`config.mk`:
```
export PLATFORM = sky130hd
export DESIGN_NAME = lane_trigger_aggregator
export DESIGN_NICKNAME = d
export VERILOG_FILES = /design/src/rtl/compair_trig_pkg.sv /design/src/rtl/lane_sync_edge.sv /design/src/rtl/lane_trigger_aggregator.sv
export SDC_FILE = /design/constraint.sdc
export NUM_CORES = 1
export LEC_CHECK = 0
export CAP_MARGIN = 5
export CORE_MARGIN = 3
export CORE_UTILIZATION = 52
export CTS_CLUSTER_SIZE = 28
export DETAILED_ROUTE_END_ITERATION = 10
export PLACE_DENSITY = 0.87
export SETUP_SLACK_MARGIN = 0.1
export SLEW_MARGIN = 20
export SYNTH_ARGS = -nofsm -noshare
export SYNTH_HDL_FRONTEND = slang
export SYNTH_HIERARCHICAL = 1
export SYNTH_SLANG_ARGS = --single-unit
```
`constraint.sdc`:
```
create_clock -name sysclk -period 8.46 [get_ports sysclk]
set_input_delay 1.692 -clock sysclk [delete_from_list [all_inputs] [get_ports sysclk]]
set_output_delay 1.692 -clock sysclk [all_outputs]
set_load 0.005 [all_outputs]
```
`src/rtl/compair_trig_pkg.sv`:
```
// Shared types and helpers for the lane trigger aggregator.
// Imported by the lane conditioning and trigger shaping logic.
package compair_trig_pkg;

    typedef enum logic [1:0] {
        IDLE    = 2'd0,
        ACTIVE  = 2'd1,
        HOLDOFF = 2'd2
    } trig_state_e;

    typedef enum logic {
        MODE_OR   = 1'b0,
        MODE_MULT = 1'b1
    } trig_mode_e;

    function automatic int ngroups(input int nlanes, input int group_size);
        return (nlanes + group_size - 1) / group_size;
    endfunction

endpackage

```
`src/rtl/lane_sync_edge.sv`:
```
// Per-lane interrupt synchroniser, lane mask and rising-activity detect.
// lane_act is registered so a hit reaches the trigger one cycle after sync.
module lane_sync_edge #(
    parameter int NLANES      = 20,
    parameter int SYNC_STAGES = 2
) (
    input  logic              sysclk,
    input  logic              rstn,
    input  logic [NLANES-1:0] lane_interruptn,
    input  logic [NLANES-1:0] cfg_lane_mask,
    output logic [NLANES-1:0] lane_act,
    output logic [NLANES-1:0] new_hit
);

    localparam int STAGES = (SYNC_STAGES < 2) ? 2 : SYNC_STAGES;

    logic [NLANES-1:0] sync_q [STAGES];
    logic [NLANES-1:0] act_d;

    always_ff @(posedge sysclk or negedge rstn) begin
        if (!rstn) begin
            for (int s = 0; s < STAGES; s++) begin
                sync_q[s] <= '1;
            end
            lane_act <= '0;
            act_d    <= '0;
        end else begin
            sync_q[0] <= lane_interruptn;
            for (int s = 1; s < STAGES; s++) begin
                sync_q[s] <= sync_q[s-1];
            end
            lane_act <= ~sync_q[STAGES-1] & ~cfg_lane_mask;
            act_d    <= lane_act;
        end
    end

    assign new_hit = lane_act & ~act_d;

endmodule

```
`src/rtl/lane_trigger_aggregator.sv`:
```
// Lane interrupt aggregation: shaped trigger, captured hit pattern,
// saturating statistics and grouped chip reset pins.
module lane_trigger_aggregator
    import compair_trig_pkg::*;
#(
    parameter int NLANES      = 20,
    parameter int GROUP_SIZE  = 4,
    parameter int SYNC_STAGES = 2,
    parameter int CNT_W       = 16,
    parameter int TW_W        = 8
) (
    input  logic                                  sysclk,
    input  logic                                  rstn,
    input  logic [NLANES-1:0]                     lane_interruptn,
    input  logic [NLANES-1:0]                     lane_resn,
    input  logic [NLANES-1:0]                     cfg_lane_mask,
    input  logic                                  cfg_mode,
    input  logic [$clog2(NLANES+1)-1:0]           cfg_mult_thr,
    input  logic [TW_W-1:0]                       cfg_trig_width,
    input  logic [TW_W-1:0]                       cfg_holdoff,
    input  logic                                  cfg_reset_any,
    input  logic                                  cnt_clear,
    output logic                                  trig_out,
    output logic                                  fee_hit,
    output logic                                  trig_valid,
    input  logic                                  trig_ready,
    output logic [NLANES-1:0]                     trig_pattern,
    output logic [ngroups(NLANES, GROUP_SIZE)-1:0] group_resn,
    output logic [CNT_W-1:0]                      trig_count,
    output logic [CNT_W-1:0]                      drop_count,
    output logic                                  pattern_ovf
);

    localparam int TH_W    = $clog2(NLANES + 1);
    localparam int NGROUPS = ngroups(NLANES, GROUP_SIZE);
    localparam int PAD_W   = NGROUPS * GROUP_SIZE;

    logic [NLANES-1:0] lane_act;
    logic [NLANES-1:0] new_hit;
    logic [TH_W-1:0]   act_cnt;
    logic [TH_W-1:0]   thr_eff;
    logic              mult_hit;
    logic              mult_d;
    logic              trig_cond;
    logic              fire;
    logic              pulse_end;
    trig_state_e       state;
    logic [TW_W-1:0]   cnt;
    logic [PAD_W-1:0]  resn_and;
    logic [PAD_W-1:0]  resn_or;

    lane_sync_edge #(
        .NLANES      (NLANES),
        .SYNC_STAGES (SYNC_STAGES)
    ) u_sync (
        .sysclk          (sysclk),
        .rstn            (rstn),
        .lane_interruptn (lane_interruptn),
        .cfg_lane_mask   (cfg_lane_mask),
        .lane_act        (lane_act),
        .new_hit         (new_hit)
    );

    always_comb begin
        act_cnt   = TH_W'($countones(lane_act));
        thr_eff   = (cfg_mult_thr == '0) ? TH_W'(1) : cfg_mult_thr;
        mult_hit  = (act_cnt >= thr_eff);
        if (trig_mode_e'(cfg_mode) == MODE_MULT) begin
            trig_cond = mult_hit & ~mult_d;
        end else begin
            trig_cond = |new_hit;
        end
        fire      = trig_cond & (state == IDLE);
        pulse_end = (state == ACTIVE) & (cnt == '0);
    end

    always_ff @(posedge sysclk or negedge rstn) begin
        if (!rstn) begin
            state   <= IDLE;
            cnt     <= '0;
            fee_hit <= 1'b1;
            mult_d  <= 1'b0;
        end else begin
            mult_d  <= mult_hit;
            fee_hit <= ~pulse_end;
            unique case (state)
                IDLE: begin
                    if (fire) begin
                        state <= ACTIVE;
                        cnt   <= (cfg_trig_width == '0) ? '0
                                 : cfg_trig_width - TW_W'(1);
                    end
                end
                ACTIVE: begin
                    if (cnt != '0) begin
                        cnt <= cnt - TW_W'(1);
                    end else if (cfg_holdoff == '0) begin
                        state <= IDLE;
                    end else begin
                        state <= HOLDOFF;
                        cnt   <= cfg_holdoff - TW_W'(1);
                    end
                end
                HOLDOFF: begin
                    if (cnt != '0) begin
                        cnt <= cnt - TW_W'(1);
                    end else begin
                        state <= IDLE;
                    end
                end
                default: state <= IDLE;
            endcase
        end
    end

    assign trig_out = (state == ACTIVE);

    // A busy holding register keeps its pattern; the loss is only flagged.
    always_ff @(posedge sysclk or negedge rstn) begin
        if (!rstn) begin
            trig_valid   <= 1'b0;
            trig_pattern <= '0;
            pattern_ovf  <= 1'b0;
        end else begin
            if (fire && (!trig_valid || trig_ready)) begin
                trig_valid   <= 1'b1;
                trig_pattern <= lane_act;
            end else if (trig_valid && trig_ready) begin
                trig_valid <= 1'b0;
            end
            if (cnt_clear) begin
                pattern_ovf <= 1'b0;
            end else if (fire && trig_valid && !trig_ready) begin
                pattern_ovf <= 1'b1;
            end
        end
    end

    always_ff @(posedge sysclk or negedge rstn) begin
        if (!rstn) begin
            trig_count <= '0;
            drop_count <= '0;
        end else begin
            if (cnt_clear) begin
                trig_count <= '0;
            end else if (fire && (trig_count != '1)) begin
                trig_count <= trig_count + CNT_W'(1);
            end
            if (cnt_clear) begin
                drop_count <= '0;
            end else if (trig_cond && (state != IDLE) && (drop_count != '1)) begin
                drop_count <= drop_count + CNT_W'(1);
            end
        end
    end

    // Missing lanes of a partial last group are neutral for AND and OR.
    always_comb begin
        resn_and               = '1;
        resn_or                = '0;
        resn_and[NLANES-1:0]   = lane_resn;
        resn_or[NLANES-1:0]    = lane_resn;
    end

    always_ff @(posedge sysclk or negedge rstn) begin
        if (!rstn) begin
            group_resn <= '0;
        end else begin
            for (int g = 0; g < NGROUPS; g++) begin
                group_resn[g] <= cfg_reset_any
                    ? &resn_and[g*GROUP_SIZE +: GROUP_SIZE]
                    : |resn_or[g*GROUP_SIZE +: GROUP_SIZE];
            end
        end
    end

endmodule

```
==> metrics.cfg, run 1 <==
[worst_hold_path]
hold_end = u_sync/sync_q[17]
hold_path.startpoint = u_sync/sync_q[37]
hp-class = flip-flop to flip-flop
holdPathStages = 0

[run]
cap_viol_max_count = 0

[synthesis]
yosysTopAreaCell = dfrtp_1
synth_area_leaders = dfrtp_1 39%, dfstp_2 15%, mux2_2 4.6%
synthTopCellsByCount = 110 x dfrtp_1, 78 x nor2_1, 54 x inv_1
syn_area_sq_um = 7127
ys_seq_elements = 151
ys_warn_count = 6
synth_edf_count = 0
synth_ff_type = dfrtp_1
synth_top_area_share_pct = 38.62
synthArstFlopShare_pct = 100.0
syn_area_per_cell_sq_um = 11.35
syn_inst = 628
yosysMostFrequentCell = dfrtp_1
yosysSeqAreaShare_pct = 53.74
synth_nets = 751
ys_types = 53

[setup_path]
r2r-start = u_sync/lane_act[0]
criticalPathCategory = flip-flop to flip-flop
crit_fanout = 20
reg2reg_to = trig_pattern[19]
rrSetupSlack_ns = 2.22
crit_required_ns = 8.78
r2r_cells = 19
setup.worst_path.end_class = flip-flop
startpoint = u_sync/lane_act[0]
critPathArrivalTime_ns = 6.55
cp-start-kind = flip-flop

[grt]
grt_overflow_total = 0
grt_pass1_vias = 5535
grt_usage_pct = 23.48
grt_pass1_wl_um = 27430
grt_max_degree = 77
antenna_found_initial = 0

[clock_tree]
clock_path_buffers = 2
cts_buffers = 17
clock_sinks = 151
ctsResizeCount = 0
cts_hold_buf = 0
cts-htree-levels = 4
clock_latency_ns = 0.43
post_cts_buffers = 0
clk_pin_slew_worst_paths_ns = 0.07
cts_tree = yes
cts_root_buffer = clkbuf_16

[timing]
hold_ws_ns = 0.3489
skew_ns = 0.008367
final.setup.tns_ns = 0
max_freq_ghz = 0.1603
worst_slew_pin_slew_ns = 0.8986
maxSlewHeadroom_pct = 40.09
post-route-worst-setup-slack_ns = 2.222
hold_viol = 0
rsz0062_at_grt = false
slew_violations = 0
finalSetupViolations = 0
min_period_ns = 6.238
fin_crit_sh_pct = 73.74

[detailed_routing]
viasPerCell = 5.414
drc = 0
drt_iter0_markers = 329
wl_um = 16920
drtAntennaViolNets = 0
drt_first_pass_iters = 5
post_drt_wl_per_cell_um = 17.43
dr_total_vias = 5257

[die]
rows = 42
core_sq_um = 13350
initial_utilization_pct = 53.39
die_x_um = 123.1
die_height_um = 123.1
die_area_sq_um = 15150
num_io_pins = 148

[cells_and_area]
area_delta_synth_final_pct = 31.48
diodes = 0
fillers = 937
layout.nets = 905
drive_gt1_share_pct = 16.60

[place]
pre_cts_slack_ns = 1.942
io_buffers = 147
place.detailed.hpwl_um = 12150
place.gp.congestion = 0.8702

[run_status]
status = completed

[power_and_ir_drop]
peakVddDrop_mv = 0.1512
leakage_nw = 4.022
p_per_area_nw_per_um2 = 261.4

==> cell type report <==
cell class / count / area (sq um) / share of cell area (%)
Inverter: 54 / 202.7 / 2.163
Clock inverter: 15 / 160.2 / 1.709
Sequential cell: 151 / 3830 / 40.87
Multi-Input combinational cell: 408 / 3037 / 32.41
Timing Repair Buffer: 150 / 1495 / 15.96
Tap cell: 176 / 220.2 / 2.350
Clock buffer: 17 / 425.4 / 4.540
==> per-stage QoR <==
step           power, W  instance area (sq um)  utilization, %  instances
2_1_floorplan  0.001400                   7127               -        628
3_3_place_gp   0.001667                   8780           65.78        939
3_5_place_dp   0.001705                   8780           65.78        939
4_1_cts        0.002464                   9365           70.16        971
5_1_grt        0.002593                   9370           70.20        971
6_report       0.002449                   9370           70.20        971
==> registers in the layout, summed over array words and instances, names as in the netlist <==
name,count
pattern_ovf,1
group_resn,5
fee_hit,1
u_sync/lane_act,20
cnt,8
mult_d,1
trig_count,16
state,2
trig_valid,1
u_sync/act_d,20
u_sync/sync_q,40
drop_count,16
trig_pattern,20
==> how the worst max path moves through the flow <==
stage / cells past startpoint / end / slack, ns
after floorplan: 18 / trig_count[13] / 2.87
after global placement: 19 / trig_pattern[12] / 2.21
after detailed placement: 19 / trig_pattern[19] / 1.94
after CTS: 19 / trig_pattern[19] / 1.89
after global routing: 19 / trig_pattern[15] / 1.94
final: 19 / trig_pattern[19] / 2.22
==> report_power, final <==
part / switching [W] / internal (W) / total (W)
sequential: 0.0000777 / 0.000825 / 0.000903
combinational: 0.000409 / 0.000387 / 0.000796
clock: 0.000333 / 0.000417 / 0.000750
total: 0.000820 / 0.00163 / 0.00245
==> kinds of logic after synthesis <==
group | synth area share, %
and+or+nand+nor | 19.21
DFF | 53.74
AOI/OAI and AO/OA | 6.777
buffers and inverters | 3.757
adders and majority gates | 7.795
muxes | 5.039
xor gates and xnor gates | 3.687
==> cells in the final DEF (no fill, tap or decap), drive strengths merged, types with 4 or more instances in the layout <==
cell type,netlist,routed
a21o,7,7
a21oi,24,24
a31oi,5,5
and3,4,4
buf,5,4
clkbuf,10,17
clkdlybuf4s50,0,146
dfrtp,110,110
dfstp,41,41
fa,14,14
ha,22,22
inv,54,62
mux2,31,31
nand2,26,26
nand2b,4,4
nand3,19,19
nand4,16,16
nor2,78,78
nor2b,29,29
nor3,18,18
nor4,18,18
nor4b,5,5
o21ai,14,14
o31ai,6,6
or4,5,5
xnor2,13,13
xor2,17,17
==> per-layer routing <==
metal / GRT usage (%) / wire length (um)
met1: 29.58 / 6945
met2: 39.77 / 8781
met3: 5.306 / 928
met4: 8.858 / 268
met5: 0 / 0
==> worst max-delay path: stages, from the launching register on <==
cell and delay (ns):
dfrtp_1 0.39, inv_1 0.07, fa_1 0.57, fa_1 0.47
fa_1 0.55, fa_1 0.45, fa_1 0.49, inv_1 0.04
ha_1 0.20, fa_1 0.40, a21oi_1 0.15, o21bai_1 0.08
ha_1 0.30, nand2_1 0.07, or2_1 0.23, o21ai_1 0.13
buf_4 0.21, nand3_1 0.26, nor2_4 0.62, mux2_2 0.42
Note: power is estimated with default switching activity, not from simulation.
==> run 2, diff against run 1 <==
==> constraint.sdc (replaced) <==
create_clock -name sysclk -period 5.95 [get_ports sysclk]
set_input_delay 1.19 -clock sysclk [delete_from_list [all_inputs] [get_ports sysclk]]
set_output_delay 1.19 -clock sysclk [all_outputs]
set_load 0.005 [all_outputs]
==> run 2 against run 1 <==
Compared with the run above:
- largest power group is now combinational cells
- final cell count grew 1.8%
- clock skew rose by 0.0035 ns
- sequential share of layout area down 1.8 points
- utilization rose by 3.2 points
- via count increased by 6.9%
- critical path type unchanged
- hold slack worse by 0.0039 ns
- register-to-register slack got worse by 2.2 ns
- combinational power increased by 81%
- count of clock-buffer cells in the layout grew 3
==> metrics.cfg, run 2 (synthesized netlist as in run 1, its figures left out) <==
[place]
place.gp.congestion = 0.8371
place_area_sq_um = 8815
pre_cts_slack_ns = -0.003273
place.detailed.hpwl_um = 12210
io_buffers = 147

[clock_tree]
clock_path_buffers = 2
clk_pin_slew_worst_paths_ns = 0.07
cts_buffers = 17
cts_root_buffer = clkbuf_16
cts_tree = yes
cts-htree-levels = 4
clock_sinks = 151
clock_latency_ns = 0.42

[timing]
hold_viol = 0
maxSlewHeadroom_pct = 37.09
max_freq_ghz = 0.1697
min_period_ns = 5.894
skew_ns = 0.01190
fin_crit_sh_pct = 99.05
post-route-worst-setup-slack_ns = 0.05637
hold_ws_ns = 0.3450
slew_violations = 0
finalSetupViolations = 0
worst_slew_pin_slew_ns = 0.9436
rsz0062_at_grt = true

[grt]
grt_busiest_layer = met2
antenna_found_initial = 0
grt_max_degree = 105
met3_usage_pct = 6.130
grt_overflow_total = 0
grt_pass1_vias = 5836
grt_pass1_wl_um = 30010
grt_usage_pct = 25.75
met2_usage_pct = 44.00
grt.met1_usage_pct = 31.74

[cells_and_area]
fin_area_sq_um = 9803
final_cell_mix = 146 x clkdlybuf4s50_1, 110 x dfrtp_1, 77 x nor2_1, 50 x inv_1, 41 x dfstp_2
diodes = 0
layout.nets = 922
area_delta_synth_final_pct = 37.55
fillers = 840
seq_area_sq_um = 3830
largest_register_ffs = 40
layout_commonest_cell = clkdlybuf4s50_1
multi_input_area_sq_um = 3202
regMostFlops = u_sync/sync_q
drive_gt1_share_pct = 21.31

[setup_path]
reg2reg_to = trig_pattern[19]
crit_fanout = 5
r2r_cells = 23
rrSetupSlack_ns = 0.06
startpoint = u_sync/lane_act[7]
r2r-start = u_sync/lane_act[7]
criticalPathCategory = flip-flop to flip-flop
cp-start-kind = flip-flop
setup.worst_path.end_class = flip-flop
crit_required_ns = 6.25
critPathArrivalTime_ns = 6.19

[die]
die_height_um = 123.1
die_x_um = 123.1
core_sq_um = 13350
die_area_sq_um = 15150
rows = 42
initial_utilization_pct = 53.39
num_io_pins = 148

[run]
cap_viol_max_count = 0

[detailed_routing]
drt_iter0_markers = 425
wl_um = 19530
drtAntennaViolNets = 0
drc = 0
viasPerCell = 5.689
dr_total_vias = 5621
drt_first_pass_iters = 6
post_drt_wl_per_cell_um = 19.76

[power_and_ir_drop]
leakage_nw = 4.224
peakVddDrop_mv = 0.2625
p_per_area_nw_per_um2 = 399.6

[worst_hold_path]
hp-class = flip-flop to flip-flop
hold_end = u_sync/sync_q[16]
holdPathStages = 0
hold_path.startpoint = u_sync/sync_q[36]

[run_status]
status = completed

## run 2: worst max-delay path, stage by stage, from the launching register on
cell       delay [ns]
dfrtp_1          0.40
inv_2            0.10
fa_2             0.48
fa_2             0.40
inv_2            0.07
fa_1             0.43
fa_1             0.58
inv_1            0.09
fa_1             0.54
inv_1            0.07
ha_1             0.30
a21o_1           0.19
a21oi_2          0.18
xor2_1           0.10
ha_1             0.32
nand2_2          0.08
or2_4            0.25
o21ai_4          0.18
nand3_2          0.12
buf_6            0.17
nor2_4           0.10
buf_6            0.13
clkbuf_16        0.14
mux2_2           0.34
## run 2: worst max-delay path by stage
stage	endpoint	slack [ns]
global route	trig_pattern[19]	-0.11
detailed placement	drop_count[13]	-0.003
finish	trig_pattern[19]	0.06
global placement	cnt[3]	0.19
floorplan	trig_count[13]	0.36
CTS	trig_pattern[7]	0.11
## run 2: repair_timing
| item | 4_1_cts | 5_1_grt |
|---|---|---|
| setup endpoints to repair | 35 | 51 |
| buffers inserted | 9 | 2 |
| hold endpoints to repair | 0 | 0 |
| cloned | 1 | 2 |
| pin swaps | 7 | 8 |
| hold buffers | 0 | 0 |
| resized for setup | 10 | 36 |
## run 2: layout make-up
| cell class | count | share of cell area, % |
|---|---|---|
| flip-flops and latches | 151 | 39.07 |
| multi-input cells | 408 | 32.66 |
| repair buffers | 167 | 17.36 |
| clock buffers | 20 | 4.671 |
| well taps | 176 | 2.246 |
| inverters | 54 | 2.068 |
| clock inverters | 12 | 1.927 |
## run 2: metrics by stage
| step | utilization (%) | power [W] | TNS, ns | std cells |
|---|---|---|---|---|
| 3_3_place_gp | 66.04 | 0.002409 | 0 | 942 |
| 5_1_grt | 73.44 | 0.004118 | -2.048 | 988 |
| 3_5_place_dp | 66.04 | 0.002460 | -0.003273 | 942 |
| 4_1_cts | 71.94 | 0.003752 | 0 | 984 |
| 6_report | 73.44 | 0.003917 | 0 | 988 |
| 2_1_floorplan | - | 0.001991 | 0 | 628 |
## run 2: per-layer routing
layer,vias up,wire (um)
li1,2497,-
met5,-,0
met1,2792,7594
met4,0,777
met2,270,9940
met3,62,1214
## run 2: report_power, final
| part | total, W | internal, W | switching (W) | leakage (nW) |
|---|---|---|---|---|
| Clock | 0.00118 | 0.000737 | 0.000446 | 0.318 |
| Sequential | 0.00129 | 0.00117 | 0.000117 | 1.88 |
| Combinational | 0.00144 | 0.000723 | 0.000720 | 2.03 |
==> run 3, diff against run 2 <==
--- a/config.mk
+++ b/config.mk
@@ -8,7 +8,7 @@
 export CAP_MARGIN = 5
 export CORE_MARGIN = 3
 export CORE_UTILIZATION = 52
-export CTS_CLUSTER_SIZE = 28
+export CTS_CLUSTER_SIZE = 8
 export DETAILED_ROUTE_END_ITERATION = 10
 export PLACE_DENSITY = 0.87
 export SETUP_SLACK_MARGIN = 0.1
==> results of run 3 <==
Final layout, timing and power as in run 2 (identical DEF).
